### src/rtl/spiregs_ext.sv
// spiregs_ext: SPI-command register bank feeding the core.
// Handles the reset request pulse, keyboard matrix, hand controllers, keyboard
// FIFO with consumer pop, and video mode.
// Define SPIREGS_READBACK_EN to enable the STATUS readback command (20h).
// Without it, spi_txdata and spi_txdata_valid are tied low.
module spiregs_ext #(
   parameter int KBBUF_DEPTH        = 16,
   parameter int NUM_HCTRL          = 2,
   parameter int RESET_PULSE_CYCLES = 16,
   parameter int VIDMODE_W          = 2
) (
   input  logic                   clk,
   input  logic                   reset,
   input  logic                   spi_msg_end,
   input  logic [7:0]             spi_cmd,
   input  logic [63:0]            spi_rxdata,
   output logic [63:0]            spi_txdata,
   output logic                   spi_txdata_valid,
   output logic                   reset_req,
   output logic                   reset_req_cold,
   output logic [63:0]            keys,
   output logic [8*NUM_HCTRL-1:0] hctrl,
   output logic [7:0]             kbbuf_data,
   output logic                   kbbuf_valid,
   input  logic                   kbbuf_rd,
   output logic                   kbbuf_overflow,
   output logic [VIDMODE_W-1:0]   video_mode
);

   localparam int AW = $clog2(KBBUF_DEPTH);
   localparam int CW = AW + 1;
   localparam int RW = $clog2(RESET_PULSE_CYCLES + 1);
   localparam int HW = 8 * NUM_HCTRL;

   localparam logic [7:0] CMD_RESET   = 8'h01;
   localparam logic [7:0] CMD_KEYS    = 8'h10;
   localparam logic [7:0] CMD_HCTRL   = 8'h11;
   localparam logic [7:0] CMD_PUSH    = 8'h12;
   localparam logic [7:0] CMD_FLUSH   = 8'h13;
   localparam logic [7:0] CMD_VIDMODE = 8'h40;

   logic [RW-1:0] rst_cnt;
   logic          rst_cold;

   logic [7:0]    fifo_mem [KBBUF_DEPTH];
   logic [AW-1:0] wr_ptr;
   logic [AW-1:0] rd_ptr;
   logic [CW-1:0] fill;
   logic          ovf;

   logic do_reset, do_keys, do_hctrl, do_push, do_flush, do_vidmode;
   logic fifo_full, pop, push_ok;

   // Command decode: only a completed message acts.
   always_comb begin
      do_reset   = 1'b0;
      do_keys    = 1'b0;
      do_hctrl   = 1'b0;
      do_push    = 1'b0;
      do_flush   = 1'b0;
      do_vidmode = 1'b0;
      if (spi_msg_end) begin
         case (spi_cmd)
            CMD_RESET:   do_reset   = 1'b1;
            CMD_KEYS:    do_keys    = 1'b1;
            CMD_HCTRL:   do_hctrl   = 1'b1;
            CMD_PUSH:    do_push    = 1'b1;
            CMD_FLUSH:   do_flush   = 1'b1;
            CMD_VIDMODE: do_vidmode = 1'b1;
            default:     ;
         endcase
      end
   end

   // FIFO handshake: a pop frees a slot for a push landing on the same edge.
   always_comb begin
      fifo_full = (fill == CW'(KBBUF_DEPTH));
      pop       = kbbuf_rd && (fill != '0);
      push_ok   = do_push && (!fifo_full || pop);
   end

   // Reset pulse down-counter; cold qualifier accumulates across reloads.
   always_ff @(posedge clk or negedge reset) begin
      if (!reset) begin
         rst_cnt  <= '0;
         rst_cold <= 1'b0;
      end else if (do_reset) begin
         rst_cnt  <= RW'(RESET_PULSE_CYCLES);
         rst_cold <= (reset_req & rst_cold) | spi_rxdata[57];
      end else if (rst_cnt != '0) begin
         rst_cnt <= rst_cnt - 1'b1;
         if (rst_cnt == RW'(1)) rst_cold <= 1'b0;
      end
   end

   assign reset_req      = (rst_cnt != '0);
   assign reset_req_cold = rst_cold;

   // Plain configuration registers.
   always_ff @(posedge clk or negedge reset) begin
      if (!reset) begin
         keys       <= '1;
         hctrl      <= '1;
         video_mode <= '0;
      end else begin
         if (do_keys)    keys       <= spi_rxdata;
         if (do_hctrl)   hctrl      <= spi_rxdata[63 -: HW];
         if (do_vidmode) video_mode <= spi_rxdata[56 +: VIDMODE_W];
      end
   end

   // FIFO pointers, fill count and sticky overflow; flush overrides a pop.
   always_ff @(posedge clk or negedge reset) begin
      if (!reset) begin
         wr_ptr <= '0;
         rd_ptr <= '0;
         fill   <= '0;
         ovf    <= 1'b0;
      end else if (do_flush) begin
         wr_ptr <= '0;
         rd_ptr <= '0;
         fill   <= '0;
         ovf    <= 1'b0;
      end else begin
         if (pop)     rd_ptr <= rd_ptr + 1'b1;
         if (push_ok) wr_ptr <= wr_ptr + 1'b1;
         fill <= fill + CW'(push_ok) - CW'(pop);
         if (do_push && !push_ok) ovf <= 1'b1;
      end
   end

   // FIFO storage; contents need no reset since validity comes from fill.
   always_ff @(posedge clk) begin
      if (push_ok) fifo_mem[wr_ptr] <= spi_rxdata[63:56];
   end

   assign kbbuf_data     = fifo_mem[rd_ptr];
   assign kbbuf_valid    = (fill != '0);
   assign kbbuf_overflow = ovf;

`ifdef SPIREGS_READBACK_EN
   localparam logic [7:0] CMD_STATUS = 8'h20;

   logic [7:0]  fill_sat;
   logic [63:0] status;

   // Status word assembled from live state.
   always_comb begin
      fill_sat = (32'(fill) > 32'd255) ? 8'hFF : 8'(fill);
      status   = {fill_sat, ovf, reset_req, 6'b0, 8'(video_mode), 40'b0};
   end

   // Readback tracks spi_cmd every cycle, no msg_end needed.
   always_ff @(posedge clk or negedge reset) begin
      if (!reset) begin
         spi_txdata       <= '0;
         spi_txdata_valid <= 1'b0;
      end else begin
         spi_txdata_valid <= (spi_cmd == CMD_STATUS);
         spi_txdata       <= (spi_cmd == CMD_STATUS) ? status : '0;
      end
   end
`else
   assign spi_txdata       = '0;
   assign spi_txdata_valid = 1'b0;
`endif

endmodule

### config.mk
export PLATFORM = sky130hd
export DESIGN_NAME = spiregs_ext
export DESIGN_NICKNAME = d
export VERILOG_FILES = /design/src/rtl/spiregs_ext.sv
export SDC_FILE = /design/constraint.sdc
export NUM_CORES = 1
export LEC_CHECK = 0
export CAP_MARGIN = 10
export CORE_UTILIZATION = 56
export CTS_BUF_LIST = sky130_fd_sc_hd__clkbuf_8
export CTS_CLUSTER_DIAMETER = 30
export DETAILED_ROUTE_END_ITERATION = 7
export GPL_TIMING_DRIVEN = 0
export PLACE_DENSITY = 0.88
export SLEW_MARGIN = 20
export SYNTH_ARGS = -nofsm -noshare
export SYNTH_HDL_FRONTEND = slang
export SYNTH_SLANG_ARGS = --single-unit
### constraint.sdc
create_clock -name clk -period 5.6 [get_ports clk]
set_input_delay 0.56 -clock clk [delete_from_list [all_inputs] [get_ports clk]]
set_output_delay 0.56 -clock clk [all_outputs]
set_load 0.05 [all_outputs]
==> impl_metrics.sql, run 1 <==
INSERT INTO impl_metrics (metric_group, metric, value, unit) VALUES
('outcome', 'status', 'finished, final reports clean', ''),
('power', 'total_leakage_power', '5.33', 'nW'),
('logic_synthesis', 'synth_mux_area_frac', '0.160', ''),
('layout', 'nFillCells', '1013', ''),
('worst_setup_path', 'setup.worst_path.class', 'flop to output port', ''),
('timing', 'fin_skew', '0.0214', 'ns'),
('logic_synthesis', 'synthesis.area', '10000', 'um2'),
('cts', 'postCtsResizedCells', '0', ''),
('cts', 'clock_tree_from_tritoncts', 'yes', ''),
('timing', 'fmax', '250', 'MHz'),
('logic_synthesis', 'post_synthesis_compound_gate_area_fraction', '0.0381', ''),
('hold_path', 'min-delay-path-class', 'primary input to asynchronous set/reset pin', ''),
('logic_synthesis', 'post_synth_main_area_contributors', 'sky130_fd_sc_hd__edfxtp_1 38%, sky130_fd_sc_hd__dfstp_2 21%, sky130_fd_sc_hd__mux2_2 9.2%, sky130_fd_sc_hd__dfrtp_1 5.5%, sky130_fd_sc_hd__buf_4 5.0%', ''),
('logic_synthesis', 'postSynthRegisterBits', '230', ''),
('logic_synthesis', 'ys_warn_count', '0', ''),
('cts', 'cts_max_level', '2', ''),
('timing', 'share_of_the_clock_period_used_by_the_worst_path', '0.714', ''),
('timing', 'rsz0062_at_grt', 'false', ''),
('placed_design', 'port-buffer-count', '169', ''),
('placed_design', 'dp.final_hpwl', '16000', 'um'),
('floorplanning', 'fp.dieH', '136', 'um'),
('floorplanning', 'boundaryPins', '235', ''),
('cts', 'clkLatencyLatePin', '0.54', 'ns'),
('detailed_routing', 'vias_per_cell', '5.29', ''),
('worst_setup_path', 'launching_element_type_of_the_critical_path', 'flop', ''),
('layout', 'layout-area-overhead-vs-synth', '32.2', '%'),
('logic_synthesis', 'synth-simple-area-share', '0.0529', ''),
('worst_setup_path', 'r2r-start', 'fill[2]', ''),
('logic_synthesis', 'netlist.top_cell.by_area', 'sky130_fd_sc_hd__edfxtp_1', ''),
('global_route', 'antenna_found_initial', '1', ''),
('detailed_routing', 'firstDrtPassIters', '5', ''),
('layout', 'register_area', '6500', 'um2'),
('power', 'ir_drop', '0.000323', 'V'),
('placed_design', 'post-place-cells', '1089', ''),
('power', 'powerDensity', '403', 'nW/um2'),
('floorplanning', 'floorplan.die_area', '18400', 'um2'),
('detailed_routing', 'route.detailed.wl_per_inst', '20.1', 'um'),
('run', 'maxCapViolations', '0', ''),
('global_route', 'grt_max_degree', '83', ''),
('layout', 'drive_above_1_share', '0.368', ''),
('global_route', 'global_route_wire_length_before_repair', '35800', 'um'),
('detailed_routing', 'route.final.wire_length', '23500', 'um'),
('worst_setup_path', 'endpoint', 'kbbuf_data[7]', ''),
('cts', 'clk_pin_slew_worst_paths', '0.06', 'ns'),
('timing', 'totalNegativeSetupSlack', '0', 'ns'),
('worst_setup_path', 'required_time_at_the_worst_slack_endpoint', '5.04', 'ns'),
('logic_synthesis', 'syn-instance-count', '624', ''),
('worst_setup_path', 'worst_r2r_endpoint', 'fill[4]', ''),
('floorplanning', 'initial_utilization', '0.577', ''),
('cts', 'cts_root_buf', 'sky130_fd_sc_hd__clkbuf_8', ''),
('logic_synthesis', 'area_share_of_fa_ha_maj_cells_after_synthesis', '0.0195', ''),
('timing', 'slew_of_the_pin_with_the_lowest_slew_margin', '0.817', 'ns'),
('floorplanning', 'fp-row-count', '48', ''),
('floorplanning', 'core_region_area', '17400', 'um2'),
('worst_setup_path', 'r2r_slack', '2.40', 'ns'),
('logic_synthesis', 'avgSynthCellArea', '16.0', 'um2'),
('worst_setup_path', 'worstSetupEndpointType', 'output port', ''),
('worst_setup_path', 'worstPathMaxFanout', '10', ''),
('timing', 'finalHoldViolCount', '0', ''),
('detailed_routing', 'drtIter0Drc', '336', ''),
('timing', 'final-setup-viol-count', '0', ''),
('logic_synthesis', 'synth-seq-area-share', '0.649', ''),
('logic_synthesis', 'dominant_combinational_cell_family_by_area_after_synthesis', 'multiplexers', ''),
('timing', 'min_period', '4.00', 'ns'),
('layout', 'final_util', '0.762', ''),
('layout', 'fin_cells', '1168', ''),
('global_route', 'global_route.overflow_total', '0', ''),
('logic_synthesis', 'synth_cell_types', '58', ''),
('detailed_routing', 'drt.antenna.violating_nets', '0', ''),
('cts', 'clock_path_buffers', '3', ''),
('worst_setup_path', 'worst_setup_path_startpoint', 'rd_ptr[2]', '');
-- metal layers --
metal / vias up / share of wire / routed length, um / global-route usage
met5: - / 0 / 0 / 0
met2: 305 / 0.50 / 11600 / 0.451
met1: 3030 / 0.37 / 8770 / 0.297
met3: 53 / 0.096 / 2260 / 0.0965
li1: 2790 / - / - / -
met4: 0 / 0.035 / 829 / 0.114
-- stage by stage --
stage               power (mW)  hold WS [ns]  cell area [um2]  worst slack [ns]
floorplan                 3.17         0.264            10200              2.35
global placement          3.62         0.489            12200             0.251
detailed placement        3.67         0.424            12300              1.83
CTS                       5.36         0.424            13200              1.60
global route              5.57         0.440            13200              1.42
finish                    5.34         0.445            13200              1.60
-- worst min-delay path by stage --
stage / cells past startpoint / start / to / slack [ns]
CTS: 2 / reset / reset_req_cold / 0.42
detailed placement: 1 / reset / video_mode[1] / 0.42
global placement: 2 / kbbuf_overflow / kbbuf_overflow / 0.49
finish: 2 / reset / video_mode[1] / 0.44
floorplan: 0 / reset / fill[0] / 0.26
global route: 2 / reset / video_mode[0] / 0.44
-- worst max-delay path: stages, from the launching register on --
cell	delay [ns]
sky130_fd_sc_hd__dfrtp_1	0.37
sky130_fd_sc_hd__clkbuf_1	0.26
sky130_fd_sc_hd__and2_1	0.23
sky130_fd_sc_hd__buf_2	0.18
sky130_fd_sc_hd__buf_2	0.21
sky130_fd_sc_hd__a221oi_1	0.55
sky130_fd_sc_hd__o21ai_0	0.18
sky130_fd_sc_hd__nand2_1	0.12
sky130_fd_sc_hd__clkdlybuf4s50_1	0.80
-- placed cells by master (no fill, tap or decap), types with 3 or more instances in the layout --
cell,synthesis,routed
sky130_fd_sc_hd__nand3_1,5,5
sky130_fd_sc_hd__nor2b_1,5,5
sky130_fd_sc_hd__mux4_2,16,16
sky130_fd_sc_hd__a221oi_1,16,16
sky130_fd_sc_hd__and2_1,3,3
sky130_fd_sc_hd__a22oi_1,8,8
sky130_fd_sc_hd__buf_2,10,14
sky130_fd_sc_hd__buf_6,8,9
sky130_fd_sc_hd__mux2_2,82,82
sky130_fd_sc_hd__and4_1,5,5
sky130_fd_sc_hd__nand2_1,13,13
sky130_fd_sc_hd__a21oi_1,10,10
sky130_fd_sc_hd__inv_1,14,23
sky130_fd_sc_hd__ha_1,14,14
sky130_fd_sc_hd__o21ai_0,11,11
sky130_fd_sc_hd__clkinv_2,0,7
sky130_fd_sc_hd__clkinv_1,1,8
sky130_fd_sc_hd__nor2_1,14,14
sky130_fd_sc_hd__clkbuf_1,9,9
sky130_fd_sc_hd__mux2i_1,32,32
sky130_fd_sc_hd__buf_4,66,68
sky130_fd_sc_hd__conb_1,1,65
sky130_fd_sc_hd__dfstp_2,80,80
sky130_fd_sc_hd__bufinv_16,0,5
sky130_fd_sc_hd__xnor2_1,5,5
sky130_fd_sc_hd__xor2_1,3,3
sky130_fd_sc_hd__edfxtp_1,128,128
sky130_fd_sc_hd__nor4b_2,1,6
sky130_fd_sc_hd__clkdlybuf4s50_1,0,168
sky130_fd_sc_hd__and4b_1,7,7
sky130_fd_sc_hd__clkbuf_8,0,45
sky130_fd_sc_hd__dfrtp_1,22,22
-- cell usage after synthesis, drive strengths merged (7+ instances only) --
cell and number:
mux2i 32, and4b 7, a221oi 16, inv 14
o21ai 11, nor2 14, a22oi 8, ha 14
mux2 82, buf 85, nand2 13, a21oi 11
clkbuf 9, dfrtp 22, edfxtp 128, dfstp 80
mux4 16
-- power breakdown --
group	total (mW)	switching (mW)	leakage, nW	internal, mW
sequential	1.96	0.0597	2.25	1.90
combinational	1.69	1.05	2.58	0.646
clock	1.68	0.698	0.490	0.983
-- layout make-up --
cell class,count,area share
antenna,1,0.000189
buffer,94,0.0509
clock buffer,45,0.0468
clock inverter,32,0.0210
inverter,15,0.00425
multi-input combinational,349,0.231
sequential,230,0.491
tap,225,0.0213
timing repair buffer,177,0.133
-- cells by family (layout without fill, tap and decap cells) --
| kind of cell | after synthesis | after routing |
|---|---|---|
| AO/OA/AOI/OAI | 54 | 54 |
| flip-flops | 230 | 230 |
| buffers and inverters | 109 | 363 |
| other | 1 | 66 |
| multiplexers | 130 | 130 |
| XOR/XNOR | 8 | 8 |
| AND/OR/NAND/NOR | 77 | 77 |
| adder cells (fa/ha/maj) | 15 | 15 |
-- registers in the layout (all words and copies together), names as in the netlist --
register        count
fifo_mem          128
fill                5
hctrl              16
kbbuf_overflow      1
keys               64
rd_ptr              4
reset_req_cold      1
rst_cnt             5
video_mode          2
wr_ptr              4
-- what timing repair did --
item,4_1_cts,5_1_grt
hold buffers,1,0
setup buffers,0,0
endpoints found under the hold margin,9,0
Power figures use the tool's default switching activity.
==> run 2, diff against run 1 <==
--- a/config.mk
+++ b/config.mk
@@ -6,12 +6,12 @@
 export NUM_CORES = 1
 export LEC_CHECK = 0
 export CAP_MARGIN = 10
-export CORE_UTILIZATION = 56
+export CORE_UTILIZATION = 47
 export CTS_BUF_LIST = sky130_fd_sc_hd__clkbuf_8
 export CTS_CLUSTER_DIAMETER = 30
 export DETAILED_ROUTE_END_ITERATION = 7
 export GPL_TIMING_DRIVEN = 0
-export PLACE_DENSITY = 0.88
+export PLACE_DENSITY = 0.79
 export SLEW_MARGIN = 20
 export SYNTH_ARGS = -nofsm -noshare
 export SYNTH_HDL_FRONTEND = slang
==> constraint.sdc (replaced) <==
create_clock -name clk -period 3.3 [get_ports clk]
set_input_delay 0.33 -clock clk [delete_from_list [all_inputs] [get_ports clk]]
set_output_delay 0.33 -clock clk [all_outputs]
set_load 0.05 [all_outputs]
==> impl_metrics.sql, run 2 (synthesis results as in run 1) <==
INSERT INTO impl_metrics (metric_group, metric, value, unit) VALUES
('layout', 'final_util', '0.643', ''),
('power', 'powerDensity', '702', 'nW/um2'),
('placed_design', 'dp.final_hpwl', '15800', 'um'),
('timing', 'rsz0062_at_grt', 'true', ''),
('power', 'total_leakage_power', '5.40', 'nW'),
('detailed_routing', 'drt.antenna.violating_nets', '0', ''),
('layout', 'top_register_by_number_of_flip_flops', 'fifo_mem', ''),
('power', 'power.total', '9.46', 'mW'),
('floorplanning', 'initial_utilization', '0.478', ''),
('worst_setup_path', 'required_time_at_the_worst_slack_endpoint', '2.97', 'ns'),
('worst_setup_path', 'timing.critical_path.mode_cell', 'sky130_fd_sc_hd__buf_2', ''),
('run', 'maxCapViolations', '0', ''),
('worst_setup_path', 'setup.worst_path.class', 'flop to output port', ''),
('layout', 'multiInputGateArea', '3080', 'um2'),
('layout', 'register_area', '6500', 'um2'),
('cts', 'clkLatencyLatePin', '0.53', 'ns'),
('worst_setup_path', 'crit_family', 'buffers and inverters', ''),
('layout', 'antenna-diode-count', '0', ''),
('timing', 'final-setup-viol-count', '0', ''),
('cts', 'clock_path_buffers', '3', ''),
('timing', 'fin_skew', '0.0234', 'ns'),
('cts', 'cts_root_buf', 'sky130_fd_sc_hd__clkbuf_8', ''),
('timing', 'hold-worst-slack', '0.402', 'ns'),
('global_route', 'grt_max_degree', '81', ''),
('placed_design', 'placement.cell_area', '12400', 'um2'),
('floorplanning', 'boundaryPins', '235', ''),
('power', 'power_switching_share', '0.333', ''),
('global_route', 'first_global_vias', '6411', ''),
('timing', 'min_period', '3.28', 'ns'),
('layout', 'layout-area-overhead-vs-synth', '34.6', '%'),
('layout', 'nets', '1004', ''),
('cts', 'cts.sinks', '230', ''),
('placed_design', 'port-buffer-count', '169', ''),
('global_route', 'global_route.overflow_total', '0', ''),
('timing', 'postLayoutSetupSlackWorst', '0.0150', 'ns'),
('cts', 'clock_tree_from_tritoncts', 'yes', ''),
('detailed_routing', 'drtIter0Drc', '286', ''),
('timing', 'finalHoldViolCount', '0', ''),
('cts', 'cts_max_level', '2', ''),
('floorplanning', 'fp.dieH', '148', 'um'),
('worst_setup_path', 'critPathMaxStageDelay', '0.58', 'ns'),
('global_route', 'global_route.usage.total', '0.214', ''),
('power', 'seq_power_share', '0.351', ''),
('layout', 'layout_commonest_cell', 'sky130_fd_sc_hd__clkdlybuf4s50_1', ''),
('timing', 'slew_of_the_pin_with_the_lowest_slew_margin', '0.818', 'ns'),
('power', 'switching_power', '3.15', 'mW'),
('timing', 'fmax', '304', 'MHz'),
('timing', 'share_of_the_clock_period_used_by_the_worst_path', '0.995', ''),
('timing', 'report.final.slew_viol_count', '0', ''),
('detailed_routing', 'remaining_drc_errors', '2', ''),
('floorplanning', 'core_region_area', '21000', 'um2'),
('detailed_routing', 'firstDrtPassIters', '6', ''),
('worst_setup_path', 'worstPathMaxFanout', '10', ''),
('floorplanning', 'fp-row-count', '53', ''),
('layout', 'largestRegisters', 'fifo_mem (128), keys (64), hctrl (16)', ''),
('floorplanning', 'die_x', '148', 'um'),
('global_route', 'global_route_wire_length_before_repair', '35300', 'um'),
('detailed_routing', 'route.final.wire_length', '22800', 'um'),
('timing', 'worst_slew_margin_rel', '0.453', ''),
('placed_design', 'dpl_worst_slack', '-0.227', 'ns'),
('global_route', 'antenna_found_initial', '0', ''),
('cts', 'numCtsBuffers', '46', ''),
('power', 'combPwrFrac', '0.302', ''),
('worst_setup_path', 'path_buf_inv', '4', ''),
('layout', 'layout_common_cells', '160 x sky130_fd_sc_hd__clkdlybuf4s50_1, 128 x sky130_fd_sc_hd__edfxtp_1, 82 x sky130_fd_sc_hd__mux2_2', ''),
('layout', 'stdcell_area', '13500', 'um2'),
('outcome', 'status', 'finished, violations left', ''),
('worst_setup_path', 'worstSetupEndpointType', 'output port', ''),
('layout', 'largest_reg_flops', '128', ''),
('cts', 'postCtsSetupBuffers', '0', ''),
('layout', 'drive_above_1_share', '0.392', ''),
('hold_path', 'min-delay-path-class', 'primary input to flop', ''),
('outcome', 'violations_in_the_final_reports', 'design-rule violations', ''),
('worst_setup_path', 'cp.arrival', '2.95', 'ns'),
('placed_design', 'finalWeightedCongestion', '0.778', ''),
('detailed_routing', 'vias_per_cell', '5.01', ''),
('power', 'ir_drop', '0.000333', 'V'),
('power', 'power_frac_clock', '0.347', ''),
('floorplanning', 'floorplan.die_area', '21900', 'um2'),
('layout', 'nFillCells', '1539', ''),
('worst_setup_path', 'crit_path_top_delay_cell', 'sky130_fd_sc_hd__a221oi_1', ''),
('cts', 'clk_pin_slew_worst_paths', '0.07', 'ns'),
('worst_setup_path', 'crit_chain', 'buf_2, nor2b_1, clkbuf_1, buf_2, a221oi_1, a22oi_1, nand2_1, clkdlybuf4s15_2', ''),
('worst_setup_path', 'launching_element_type_of_the_critical_path', 'flop', ''),
('detailed_routing', 'route.detailed.wl_per_inst', '18.7', 'um'),
('detailed_routing', 'vias', '6132', ''),
('power', 'intPower', '6.30', 'mW');
## run 2: cell count changes in the layout (fill, tap and decap cells not counted), sizes merged
cell           change
diode              -1
clkinvlp           +2
clkinv             +1
clkdlybuf4s50      -8
bufinv             +3
buf                -2
inv                -4
clkbuf            +10
clkdlybuf4s15      +4
## run 2: cell type report
class                      instances  share of cell area
sequential                       230               0.482
multi-input combinational        349               0.229
timing repair buffer             177               0.130
buffer                            94              0.0505
clock buffer                      49              0.0501
clock inverter                    34              0.0288
tap                              275              0.0255
inverter                          15             0.00427
## run 2: per-layer routing
layer	track usage	vias up	routed length [um]	part of all wire
met3	0.0769	36	2360	0.10
met5	0	-	0	0
met2	0.360	300	11300	0.49
met4	0.0789	0	459	0.020
met1	0.252	2982	8720	0.38
li1	-	2814	-	-
## run 2: final timing paths
kind / startpoint / endpoint / slack (ns) / cells after the start
worst min-delay path: spi_rxdata[0] / keys[0] / 0.40 / 2
worst max-delay path: rd_ptr[1] / kbbuf_data[5] / 0.02 / 8
worst min register to register: kbbuf_overflow / kbbuf_overflow / 0.50 / 2
max in group asynchronous: reset / keys[37] / 2.35 / 3
min in group asynchronous: reset / keys[61] / 0.47 / 2
worst max register to register: fill[2] / fill[4] / 0.24 / 14
## run 2: stage by stage
stage	TNS [ns]	cells
2_1_floorplan	0	688
3_3_place_gp	-118.83	1132
3_5_place_dp	-0.227	1139
4_1_cts	-0.139	1223
5_1_grt	-0.162	1223
6_report	0	1223
## run 2: what timing repair did
action	CTS	global route
cloned	0	0
setup endpoints to repair	8	9
endpoints found under the hold margin	34	0
hold buffers	1	0
pin swaps	0	0
gates resized for setup	20	14
## run 2: power by group through the flow
stage / combinational (mW) / clock (mW) / sequential, mW
2_1_floorplan: 1.84 / 0 / 3.54
3_3_place_gp: 2.81 / 0 / 3.36
3_5_place_dp: 2.89 / 0 / 3.37
4_1_cts: 2.86 / 3.35 / 3.32
5_1_grt: 3.06 / 3.48 / 3.34
6_report: 2.85 / 3.28 / 3.32
